===== config.mk =====
export PLATFORM = sky130hd
export DESIGN_NAME = dcache_port_arbiter
export DESIGN_NICKNAME = d
export VERILOG_FILES = /design/src/rtl/dcache_port_arbiter.sv
export SDC_FILE = /design/constraint.sdc
export NUM_CORES = 1
export LEC_CHECK = 0
export ABC_AREA = 1
export BUFFER_PORTS_ARGS = -buffer_cell sky130_fd_sc_hd__clkbuf_2
export CAP_MARGIN = 20
export CORE_ASPECT_RATIO = 2
export CORE_MARGIN = 2
export CORE_UTILIZATION = 38
export DETAILED_ROUTE_END_ITERATION = 7
export MAX_ROUTING_LAYER = met4
export PLACE_DENSITY = 0.76
export SLEW_MARGIN = 20
export SYNTH_ARGS = -nofsm -noshare
export SYNTH_HDL_FRONTEND = slang
export SYNTH_SLANG_ARGS = --single-unit

===== constraint.sdc =====
create_clock -name clock -period 2.6 [get_ports clock]
set_input_delay 0.78 -clock clock [delete_from_list [all_inputs] [get_ports clock]]
set_output_delay 0.78 -clock clock [all_outputs]
set_load 0.05 [all_outputs]

===== src/rtl/dcache_port_arbiter.sv =====
// dcache_port_arbiter: shares the single D-cache request port between the
// load unit and the store-queue drain. A winner is chosen in every free slot
// and registered into a one-entry hold stage that drives the cache until the
// cache accepts it. The LOAD_PRI / STORE_PRI / DRAIN priority FSM bounds
// starvation in both directions and forces store drain when the store buffer
// fills up.
// Optional build macro: DCACHE_ARB_PERF_EN enables the perf_* grant/conflict
// counters. When it is undefined, perf_* are tied to 0 and no counter flops
// exist.
module dcache_port_arbiter #(
  parameter int STORE_STARVE_LIMIT  = 4,
  parameter int LOAD_STARVE_LIMIT   = 8,
  parameter int DRAIN_HIGH_WATER    = 6,
  parameter int SQ_NUM_ENTRIES_BITS = 4
) (
  input  logic                           clock,
  input  logic                           reset,
  input  logic                           load_req_valid,
  input  logic [31:0]                    load_req_addr,
  output logic                           load_req_accepted,
  input  logic                           store_req_valid,
  input  logic [31:0]                    store_req_addr,
  input  logic [31:0]                    store_req_data,
  input  logic [3:0]                     store_req_byte_mask,
  output logic                           store_req_accepted,
  input  logic [SQ_NUM_ENTRIES_BITS-1:0] store_buffer_count,
  output logic                           dcache_req_valid,
  output logic                           dcache_req_is_store,
  output logic [31:0]                    dcache_req_addr,
  output logic [31:0]                    dcache_req_data,
  output logic [3:0]                     dcache_req_byte_mask,
  input  logic                           dcache_req_ready,
  output logic [31:0]                    perf_load_grants,
  output logic [31:0]                    perf_store_grants,
  output logic [31:0]                    perf_conflict_cycles
);

  localparam int SW = $clog2(STORE_STARVE_LIMIT + 1);
  localparam int LW = $clog2(LOAD_STARVE_LIMIT + 1);

  localparam logic [SW-1:0] STORE_LIM = SW'(STORE_STARVE_LIMIT);
  localparam logic [LW-1:0] LOAD_LIM  = LW'(LOAD_STARVE_LIMIT);
  localparam logic [SQ_NUM_ENTRIES_BITS-1:0] HIGH_WATER =
    SQ_NUM_ENTRIES_BITS'(DRAIN_HIGH_WATER);

  localparam logic [1:0] ST_LOAD_PRI  = 2'd0;
  localparam logic [1:0] ST_STORE_PRI = 2'd1;
  localparam logic [1:0] ST_DRAIN     = 2'd2;

  logic [1:0]    state_q, state_d;
  logic [SW-1:0] store_wait_q, store_wait_d;
  logic [LW-1:0] load_wait_q, load_wait_d;

  logic        hold_valid_q;
  logic        hold_is_store_q;
  logic [31:0] hold_addr_q;
  logic [31:0] hold_data_q;
  logic [3:0]  hold_mask_q;

  logic slot_avail;
  logic both_valid;
  logic grant_load;
  logic grant_store;

  // Pick this slot's winner; accepts stay low while reset is asserted.
  // NOTE: every always_comb output gets a default first so no latch is inferred.
  always_comb begin
    slot_avail  = !reset && (!hold_valid_q || dcache_req_ready);
    both_valid  = load_req_valid && store_req_valid;
    grant_load  = 1'b0;
    grant_store = 1'b0;
    if (slot_avail) begin
      if (both_valid) begin
        case (state_q)
          ST_STORE_PRI: grant_store = 1'b1;
          ST_DRAIN: begin
            if (load_wait_q == LOAD_LIM) grant_load  = 1'b1;
            else                         grant_store = 1'b1;
          end
          default:      grant_load  = 1'b1;
        endcase
      end else begin
        grant_load  = load_req_valid;
        grant_store = store_req_valid;
      end
    end
  end

  assign load_req_accepted  = grant_load;
  assign store_req_accepted = grant_store;

  // Starvation counters and priority FSM advance only in available slots.
  always_comb begin
    state_d      = state_q;
    store_wait_d = store_wait_q;
    load_wait_d  = load_wait_q;
    if (slot_avail) begin
      if (grant_store) begin
        store_wait_d = '0;
      end else if (state_q == ST_LOAD_PRI && store_req_valid &&
                   store_wait_q != STORE_LIM) begin
        store_wait_d = store_wait_q + 1'b1;
      end

      if (grant_load) begin
        load_wait_d = '0;
      end else if (state_q == ST_DRAIN && load_req_valid &&
                   load_wait_q != LOAD_LIM) begin
        load_wait_d = load_wait_q + 1'b1;
      end

      if (store_buffer_count >= HIGH_WATER) begin
        state_d = ST_DRAIN;
      end else begin
        case (state_q)
          ST_LOAD_PRI: begin
            if (store_wait_d == STORE_LIM) state_d = ST_STORE_PRI;
          end
          ST_STORE_PRI: begin
            // One granted store, or the store going away, ends the boost.
            if (grant_store || !store_req_valid) begin
              state_d      = ST_LOAD_PRI;
              store_wait_d = '0;
            end
          end
          ST_DRAIN: begin
            if (store_buffer_count == '0) begin
              state_d     = ST_LOAD_PRI;
              load_wait_d = '0;
            end
          end
          default: state_d = ST_LOAD_PRI;
        endcase
      end
    end
  end

  // FSM and starvation counter registers.
  // NOTE: sequential state uses non-blocking assignments so every flop samples pre-edge values.
  always_ff @(posedge clock or posedge reset) begin
    if (reset) begin
      state_q      <= ST_LOAD_PRI;
      store_wait_q <= '0;
      load_wait_q  <= '0;
    end else begin
      state_q      <= state_d;
      store_wait_q <= store_wait_d;
      load_wait_q  <= load_wait_d;
    end
  end

  // Hold stage: load the winner, clear on an empty slot, freeze while stalled.
  always_ff @(posedge clock or posedge reset) begin
    if (reset) begin
      hold_valid_q    <= 1'b0;
      hold_is_store_q <= 1'b0;
      hold_addr_q     <= '0;
      hold_data_q     <= '0;
      hold_mask_q     <= '0;
    end else if (slot_avail) begin
      hold_valid_q    <= grant_load || grant_store;
      hold_is_store_q <= grant_store;
      if (grant_store) begin
        hold_addr_q <= store_req_addr;
        hold_data_q <= store_req_data;
        hold_mask_q <= store_req_byte_mask;
      end else if (grant_load) begin
        hold_addr_q <= load_req_addr;
        hold_data_q <= '0;
        hold_mask_q <= 4'hF;
      end else begin
        hold_addr_q <= '0;
        hold_data_q <= '0;
        hold_mask_q <= '0;
      end
    end
  end

  assign dcache_req_valid     = hold_valid_q;
  assign dcache_req_is_store  = hold_is_store_q;
  assign dcache_req_addr      = hold_addr_q;
  assign dcache_req_data      = hold_data_q;
  assign dcache_req_byte_mask = hold_mask_q;

`ifdef DCACHE_ARB_PERF_EN
  logic [31:0] perf_load_q, perf_store_q, perf_conflict_q;

  // Free-running performance counters, wrapping at 2^32.
  always_ff @(posedge clock or posedge reset) begin
    if (reset) begin
      perf_load_q     <= '0;
      perf_store_q    <= '0;
      perf_conflict_q <= '0;
    end else begin
      if (grant_load)                perf_load_q     <= perf_load_q + 32'd1;
      if (grant_store)               perf_store_q    <= perf_store_q + 32'd1;
      if (slot_avail && both_valid)  perf_conflict_q <= perf_conflict_q + 32'd1;
    end
  end

  assign perf_load_grants     = perf_load_q;
  assign perf_store_grants    = perf_store_q;
  assign perf_conflict_cycles = perf_conflict_q;
`else
  assign perf_load_grants     = '0;
  assign perf_store_grants    = '0;
  assign perf_conflict_cycles = '0;
`endif

endmodule

==> results.sh, run 1 <==
export IMPL_status="complete, no violations"
export IMPL_die_h_um=153
export IMPL_cp_common_cell="nand2_1"
export IMPL_diodes=0
export IMPL_holdWs_ps=480
export IMPL_final_cells=780
export IMPL_post_drt_wl_per_cell_um=13.5
export IMPL_cp_cell_sequence="inv_1, ha_1, nand2_2, nand2_1, nand2_1, nand2_1, nand2_2, inv_2, clkbuf_4"
export IMPL_crit_required_ps=1820
export IMPL_post_route_min_period_ps=2480
export IMPL_cp_data_arrival_time_ps=1700
export IMPL_end_kind="output pin"
export IMPL_worst_setup_hold_path_clk_slew_ps=60
export IMPL_synth_top_area_share=0.469
export IMPL_ys_ff_latch=79
export IMPL_finalSetupViolCount=0
export IMPL_overflow=0
export IMPL_fin_tns_setup_ps=0
export IMPL_dp_slack_ps=129
export IMPL_syn_instance_count=460
export IMPL_timing_fmax_ghz=0.403
export IMPL_grt_pass1_wl_um=16400
export IMPL_antenna_found_initial=0
export IMPL_nFillCells=1084
export IMPL_drc_errors=0
export IMPL_cts_hold_buf=0
export IMPL_cts_tree="done"
export IMPL_syn_area_um2=4210
export IMPL_cellLeakagePower_uw=0.00296
export IMPL_die_x_um=78.5
export IMPL_drt_iter0_markers=116
export IMPL_start_kind="flip-flop"
export IMPL_path_class="reg2out"
export IMPL_maxCapViolCount=0
export IMPL_dieArea_um2=12000
export IMPL_ir_worst_vdd_v=0.000503
export IMPL_min_period_over_period=0.953
export IMPL_ys_warn_count=0
export IMPL_yosysTopAreaCell="dfrtp_1"
export IMPL_ys_types=24
export IMPL_grt_pass1_vias=3355
export IMPL_ys_seq_area_frac=0.469
export IMPL_core_um2=10900
export IMPL_synthToLayoutAreaGrowth_pct=23.0
export IMPL_power_density_nw_per_um2=1160
export IMPL_finClkSkew_ps=9.72
export IMPL_rows=54
export IMPL_rsz0062_at_grt="false"
export IMPL_drt_first_pass_iters=4
export IMPL_grt_usage=0.185
export IMPL_io_buffers=180
export IMPL_relSlewSlack=0.475
export IMPL_crit_slowest_cell="dfrtp_1"
export IMPL_num_vias=3554
export IMPL_postSynth_asyncResetShare=1.00
export IMPL_max_stage_delay_ps=400
export IMPL_numCtsBuffers=9
export IMPL_total_power_uw=5990
export IMPL_start_util=0.387
export IMPL_place_inst=765
export IMPL_min_path_type="reg2reg"
export IMPL_tightest_slew_ps=787
export IMPL_synth_flop_cell="dfrtp_1"
export IMPL_netlist_top_cells_area="dfrtp_1 47%, buf_4 17%, nand2_1 8.9%, nand3_1 8.7%, a22o_1 6.7%"
export IMPL_synth_common_cells="100 x nand2_1, 97 x buf_4, 79 x dfrtp_1"
export IMPL_finalWorstSetupSlack_ps=121
export IMPL_max_clock_path_buffers=2
export IMPL_clockRootBuffer="clkbuf_16"
export IMPL_synth_edff_count=0
export IMPL_ios=277
export IMPL_gp_congestion=0.847
export IMPL_dp_hpwl_um=7810
export IMPL_clock_sinks=79
export IMPL_via_per_inst=4.56
export IMPL_drive_above_1_share=0.330
export IMPL_yosysMostFrequentCell="nand2_1"
export IMPL_hold_violations=0
export IMPL_ant_nets=0
export IMPL_finalWirelength_um=10600
export IMPL_htreeDepth=3
export IMPL_finalMaxSlewViolations=0
export IMPL_avgSynthCellArea_um2=9.16
export IMPL_grt_max_degree=71
export IMPL_final_nets=752
export IMPL_clock_latency_ps=330
export IMPL_crit_fanout=4
layer usage:
metal / global-route usage / vias to the layer above / share of wire
li1: - / 1679 / -
met1: 0.185 / 1659 / 0.34
met2: 0.345 / 202 / 0.57
met3: 0.0354 / 14 / 0.065
met4: 0.0718 / 0 / 0.018
met5: - / - / 0
report_power, final:
| part | switching, µW | internal, µW | leakage (µW) |
|---|---|---|---|
| combinational | 2210 | 628 | 0.00179 |
| sequential | 233 | 1600 | 0.00103 |
| clock | 484 | 837 | 0.000149 |
| total | 2920 | 3070 | 0.00296 |
registers in the layout, indices dropped and copies added (netlist names):
register / cells
load_wait_q: 4
state_q: 2
dcache_req_data: 32
dcache_req_byte_mask: 4
dcache_req_addr: 32
dcache_req_is_store: 1
store_wait_q: 3
dcache_req_valid: 1
final cells by class:
cell class / instances / area (µm²) / share of cell area
Inverter: 19 / 75.1 / 0.0145
Clock inverter: 5 / 81.3 / 0.0157
Timing Repair Buffer: 187 / 971 / 0.187
Tap cell: 140 / 175 / 0.0338
Clock buffer: 10 / 229 / 0.0442
Multi-Input combinational cell: 340 / 1680 / 0.323
Sequential cell: 79 / 1980 / 0.381
per-stage QoR:
step	util	instance area (µm²)
after floorplan	-	4570
after detailed placement	0.447	4860
after global routing	0.477	5180
final	0.477	5180
after CTS	0.476	5180
after global placement	0.447	4860
cells by family (layout without fill, tap and decap cells):
group	Yosys count	count (layout)	share of synthesized area
buffers and inverters	136	221	0.219
AND/OR/NAND/NOR	189	189	0.194
XOR/XNOR	4	4	0.00832
other	1	96	0.000890
AO/OA/AOI/OAI	44	44	0.0876
flip-flops	79	79	0.469
adder cells (fa/ha/maj)	7	7	0.0208
worst max-delay path: cells and delay by family (launching register included):
| family | cells | cell delay (ps) |
|---|---|---|
| and+or+nand+nor | 5 | 360 |
| buffers and inverters | 3 | 380 |
| DFF | 1 | 400 |
| adders and majority gates | 1 | 230 |
path summary, 6_finish.rpt:
path | from | endpoint | slack (ps) | cells past startpoint
setup reg to reg | load_wait_q[0]$_DFFE_PP0P_ | load_wait_q[3]$_DFFE_PP0P_ | 530 | 10
hold / removal | dcache_req_is_store$_DFFE_PP0P_ | dcache_req_is_store$_DFFE_PP0P_ | 480 | 2
min in group asynchronous | reset | store_wait_q[1]$_DFFE_PP0P_ | 560 | 2
hold reg to reg | dcache_req_is_store$_DFFE_PP0P_ | dcache_req_is_store$_DFFE_PP0P_ | 480 | 2
max in group asynchronous | reset | dcache_req_addr[28]$_DFFE_PP0P_ | 1420 | 3
setup / recovery | state_q[0]$_DFFE_PP0P_ | store_req_accepted | 120 | 9
layout by cell type, fill, tap and decap left out, drive strengths merged:
master / instances
a21oi: 4
a22o: 32
buf: 8
bufinv: 2
clkbuf: 189
clkinv: 1
clkinvlp: 2
conb: 96
dfrtp: 79
ha: 7
inv: 19
nand2: 101
nand3: 73
nand4: 3
nor2: 10
nor3: 2
o211ai: 1
o21ai: 4
o22ai: 3
xor2: 4
what timing repair did:
action / 4_1_cts / 5_1_grt
setup buffers: 0 / 0
endpoints found under the setup margin: 1 / 2
hold endpoints to repair: 0 / 0
gates resized for setup: 1 / 5
Note: power is estimated with default switching activity, not from simulation.
==> run 2, diff against run 1 <==
GPL_TIMING_DRIVEN = 0   (was default)
==> results.sh, run 2 (synthesized netlist as in run 1, its figures left out) <==
export IMPL_overflow=0
export IMPL_finalSetupViolCount=0
export IMPL_dieArea_um2=12000
export IMPL_multi_input_area_um2=1680
export IMPL_final_nets=867
export IMPL_grt_usage=0.204
export IMPL_numCtsBuffers=9
export IMPL_htreeDepth=3
export IMPL_dr_max_layer_used="met4"
export IMPL_ant_nets=0
export IMPL_dp_hpwl_um=9430
export IMPL_rows=54
export IMPL_placed_area_um2=5690
export IMPL_grt_pass1_wl_um=18300
export IMPL_drive_above_1_share=0.423
export IMPL_p_switching_uw=3000
export IMPL_crit_fanout=8
export IMPL_end_kind="output pin"
export IMPL_path_class="in2out"
export IMPL_power_density_nw_per_um2=1040
export IMPL_finalWorstSetupSlack_ps=86.1
export IMPL_ios=277
export IMPL_finalWirelength_um=11900
export IMPL_grt_pass1_vias=3644
export IMPL_post_route_min_period_ps=2510
export IMPL_regArea_um2=1980
export IMPL_final_common_cell="clkbuf_2"
export IMPL_post_drt_wl_per_cell_um=13.3
export IMPL_timing_fmax_ghz=0.398
export IMPL_min_path_type="reg2reg"
export IMPL_clockRootBuffer="clkbuf_16"
export IMPL_diodes=0
export IMPL_finClkSkew_ps=10.4
export IMPL_drt_iter0_markers=179
export IMPL_cts_tree="done"
export IMPL_cp_data_arrival_time_ps=1730
export IMPL_met2_length_um=6490
export IMPL_dp_slack_ps=-504
export IMPL_max_clock_path_buffers=2
export IMPL_cellLeakagePower_uw=0.00358
export IMPL_final_area_um2=6080
export IMPL_final_cell_mix="178 x clkbuf_2, 101 x buf_4, 99 x nand2_1, 96 x conb_1, 79 x dfrtp_1"
export IMPL_start_util=0.387
export IMPL_min_period_over_period=0.967
export IMPL_num_vias=3878
export IMPL_p_seq_frac=0.292
export IMPL_gp_congestion=0.880
export IMPL_clkPwrFrac=0.228
export IMPL_via_per_inst=4.33
export IMPL_synthToLayoutAreaGrowth_pct=44.4
export IMPL_ir_worst_vdd_v=0.000547
export IMPL_hold_violations=0
export IMPL_wl_met3_um=950
export IMPL_wl_met1_um=4190
export IMPL_swShare=0.475
export IMPL_worst_setup_hold_path_clk_slew_ps=60
export IMPL_die_h_um=153
export IMPL_crit_required_ps=1820
export IMPL_core_um2=10900
export IMPL_cts_hold_buf=0
export IMPL_tightest_slew_ps=531
export IMPL_grt_max_degree=34
export IMPL_finalMaxSlewViolations=0
export IMPL_io_buffers=180
export IMPL_drc_errors=0
export IMPL_start_kind="input port"
export IMPL_clock_latency_ps=340
export IMPL_status="complete, no violations"
export IMPL_relSlewSlack=0.646
export IMPL_die_x_um=78.5
export IMPL_p_int_uw=3320
export IMPL_holdWs_ps=484
export IMPL_drt_first_pass_iters=4
export IMPL_clock_sinks=79
export IMPL_maxCapViolCount=0
export IMPL_finalCoreUtilization=0.559
export IMPL_total_power_uw=6310
export IMPL_nFillCells=1019
export IMPL_pwr_share_comb=0.480
export IMPL_antenna_found_initial=0
[run 2: cell type report]
type	count	share of cell area
clock inverter	5	0.0175
tap	140	0.0288
timing repair buffer	186	0.162
clock buffer	10	0.0376
inverter	19	0.0132
sequential	79	0.325
multi-input combinational	340	0.275
buffer	116	0.140
[run 2: worst max-delay path, stage by stage]
cell and delay (ps):
clkbuf_2 80, inv_1 60, a21oi_4 210, inv_4 100, nor2_2 90, nand2_1 120, inv_4 110, clkbuf_8 180
[run 2: path summary, 6_finish.rpt]
kind,startpoint,to,slack (ps),cells after the start
worst max-delay path,dcache_req_ready,store_req_accepted,90,8
worst min-delay path,dcache_req_is_store$_DFFE_PP0P_,dcache_req_is_store$_DFFE_PP0P_,480,2
worst max register to register,state_q[0]$_DFFE_PP0P_,dcache_req_addr[24]$_DFFE_PP0P_,620,12
worst min register to register,dcache_req_is_store$_DFFE_PP0P_,dcache_req_is_store$_DFFE_PP0P_,480,2
max in group asynchronous,reset,dcache_req_addr[19]$_DFFE_PP0P_,1590,3
min in group asynchronous,reset,dcache_req_data[14]$_DFFE_PP0P_,510,2
[run 2: stage by stage]
step / std cells / setup TNS (ps)
6_report: 895 / 0
5_1_grt: 895 / -1.98
4_1_cts: 895 / 0
3_5_place_dp: 877 / -895
3_3_place_gp: 875 / -885
2_1_floorplan: 555 / 0
[run 2: what timing repair did]
| action | CTS | global route |
|---|---|---|
| buffers inserted | 4 | 0 |
| cloned | 0 | 0 |
| pin swaps | 2 | 1 |
| gates resized for setup | 9 | 1 |
| setup endpoints to repair | 2 | 2 |
[run 2: metal layers]
metal | up-vias | GRT usage
met5 | - | -
met4 | 0 | 0.0777
met3 | 21 | 0.0401
met2 | 215 | 0.380
met1 | 1737 | 0.204
li1 | 1905 | -
[run 2: power groups by stage]
stage                     registers (µW)  logic (µW)  clock network, µW
after detailed placement            1860        3020                  0
final                               1840        3030               1440
after CTS                           1840        3050               1470
after floorplan                     2960        1190                  0
after global placement              1860        2980                  0
after global routing                1890        3230               1520
==> run 3, diff against run 2 <==
PLACE_DENSITY = 0.87   (was 0.76)
==> results.sh, run 3 (synthesized netlist as in run 1, its figures left out) <==
export IMPL_num_vias=4042
export IMPL_rsz0062_at_grt="false"
export IMPL_min_path_type="in2async"
export IMPL_die_x_um=78.5
export IMPL_r2r_end="dcache_req_addr[24]$_DFFE_PP0P_"
export IMPL_max_clock_path_buffers=2
export IMPL_maxCapViolCount=0
export IMPL_holdWs_ps=486
export IMPL_min_period_over_period=0.972
export IMPL_drc_errors=0
export IMPL_max_stage_delay_ps=210
export IMPL_crit_fanout=4
export IMPL_clock_latency_ps=330
export IMPL_cp_depth=7
export IMPL_final_area_um2=6060
export IMPL_cellLeakagePower_uw=0.00357
export IMPL_placed_area_um2=5690
export IMPL_gp_congestion=0.891
export IMPL_end_kind="output pin"
export IMPL_status="complete, no violations"
export IMPL_die_h_um=153
export IMPL_grt_usage=0.219
export IMPL_p_seq_frac=0.298
export IMPL_drt_iter0_markers=160
export IMPL_timing_fmax_ghz=0.396
export IMPL_grt_max_degree=34
export IMPL_grt_pass1_vias=4043
export IMPL_start_kind="input port"
export IMPL_hold_violations=0
export IMPL_clockRootBuffer="clkbuf_16"
export IMPL_swShare=0.494
export IMPL_dieArea_um2=12000
export IMPL_reg2regPathDepth=12
export IMPL_crit_required_ps=1820
export IMPL_crit_buf_inv=4
export IMPL_place_inst=877
export IMPL_start_util=0.387
export IMPL_relSlewSlack=0.599
export IMPL_regArea_um2=1980
export IMPL_pwr_share_comb=0.497
export IMPL_core_um2=10900
export IMPL_via_per_inst=4.51
export IMPL_post_route_min_period_ps=2530
export IMPL_p_int_uw=3140
export IMPL_nFillCells=982
export IMPL_multi_input_area_um2=1680
export IMPL_final_cell_mix="178 x clkbuf_2, 102 x buf_4, 99 x nand2_1, 96 x conb_1, 79 x dfrtp_1"
export IMPL_diodes=0
export IMPL_crit_family="buffers and inverters"
export IMPL_htreeDepth=3
export IMPL_drt_first_pass_iters=4
export IMPL_final_nets=868
export IMPL_antenna_found_initial=0
export IMPL_rows=54
export IMPL_clkPwrFrac=0.206
export IMPL_grt_pass1_wl_um=19500
export IMPL_cp_cell_sequence="clkbuf_2, inv_1, a21oi_4, nand2_2, a21oi_4, buf_6, clkbuf_8"
export IMPL_numCtsBuffers=9
export IMPL_p_switching_uw=3060
export IMPL_final_cells=897
export IMPL_tightest_slew_ps=602
export IMPL_io_buffers=180
export IMPL_finalCoreUtilization=0.557
export IMPL_path_class="in2out"
export IMPL_post_drt_wl_per_cell_um=14.3
export IMPL_finalWorstSetupSlack_ps=71.6
export IMPL_finalMaxSlewViolations=0
export IMPL_clock_sinks=79
export IMPL_cp_data_arrival_time_ps=1750
export IMPL_ant_nets=0
export IMPL_finClkSkew_ps=9.28
export IMPL_crit_slowest_cell="a21oi_4"
export IMPL_finalSetupViolCount=0
export IMPL_dp_hpwl_um=10200
export IMPL_synthToLayoutAreaGrowth_pct=43.7
export IMPL_ir_worst_vdd_v=0.000565
export IMPL_ios=277
export IMPL_dp_slack_ps=-460
export IMPL_regToRegStartpoint="state_q[0]$_DFFE_PP0P_"
export IMPL_cp_common_cell="a21oi_4"
export IMPL_drive_above_1_share=0.427
export IMPL_finalWirelength_um=12800
export IMPL_power_density_nw_per_um2=1020
export IMPL_overflow=0
export IMPL_final_common_cell="clkbuf_2"
export IMPL_cts_tree="done"
export IMPL_reg2reg_slack_ps=590
export IMPL_worst_setup_hold_path_clk_slew_ps=60
## run 3: power groups by stage
stage / Sequential (µW) / Clock [µW] / Combinational, µW
finish: 1850 / 1280 / 3080
global route: 1890 / 1370 / 3260
CTS: 1840 / 1310 / 3070
detailed placement: 1860 / 0 / 3040
global placement: 1840 / 0 / 2970
floorplan: 2960 / 0 / 1190
## run 3: through the flow
step / setup TNS [ps] / total power (µW)
2_1_floorplan: 0 / 4150
4_1_cts: -3.89 / 6220
3_5_place_dp: -810 / 4900
5_1_grt: 0 / 6520
3_3_place_gp: -807 / 4820
6_report: 0 / 6200
## run 3: repair_timing
| item | CTS | global route |
|---|---|---|
| buffers inserted | 5 | 0 |
| hold buffers | 0 | 0 |
| gates resized for setup | 6 | 6 |
| pin swaps | 2 | 2 |
| setup endpoints to repair | 2 | 2 |
## run 3: layout make-up
class,instances,share of cell area
tap,140,0.0289
clock inverter,7,0.0128
timing repair buffer,187,0.164
inverter,19,0.0132
sequential,79,0.326
clock buffer,9,0.0372
buffer,116,0.141
multi-input combinational,340,0.277
## run 3: how the worst max path moves through the flow
stage / start / endpoint / slack, ps
after floorplan: dcache_req_ready / store_req_accepted / 130
after global placement: dcache_req_ready / store_req_accepted / -440
after detailed placement: dcache_req_ready / store_req_accepted / -460
after CTS: load_wait_q[0]$_DFFE_PP0P_ / load_req_accepted / -4
after global routing: load_wait_q[0]$_DFFE_PP0P_ / load_req_accepted / 5
final: dcache_req_ready / load_req_accepted / 70
## run 3: worst reg2reg max path: cells and delay by family, from the launching register on
| family | cells | cell delay (ps) |
|---|---|---|
| AND/OR/NAND/NOR | 7 | 580 |
| flip-flops | 1 | 400 |
| buffers and inverters | 4 | 750 |
| adder cells (fa/ha/maj) | 1 | 220 |
## run 3: per-layer routing
metal / GRT usage / wire length [µm] / up-vias / share of wire
li1: - / - / 1910 / -
met1: 0.206 / 4290 / 1847 / 0.34
met2: 0.404 / 6930 / 241 / 0.54
met3: 0.0372 / 831 / 44 / 0.065
met4: 0.127 / 733 / 0 / 0.057
met5: - / 0 / - / 0
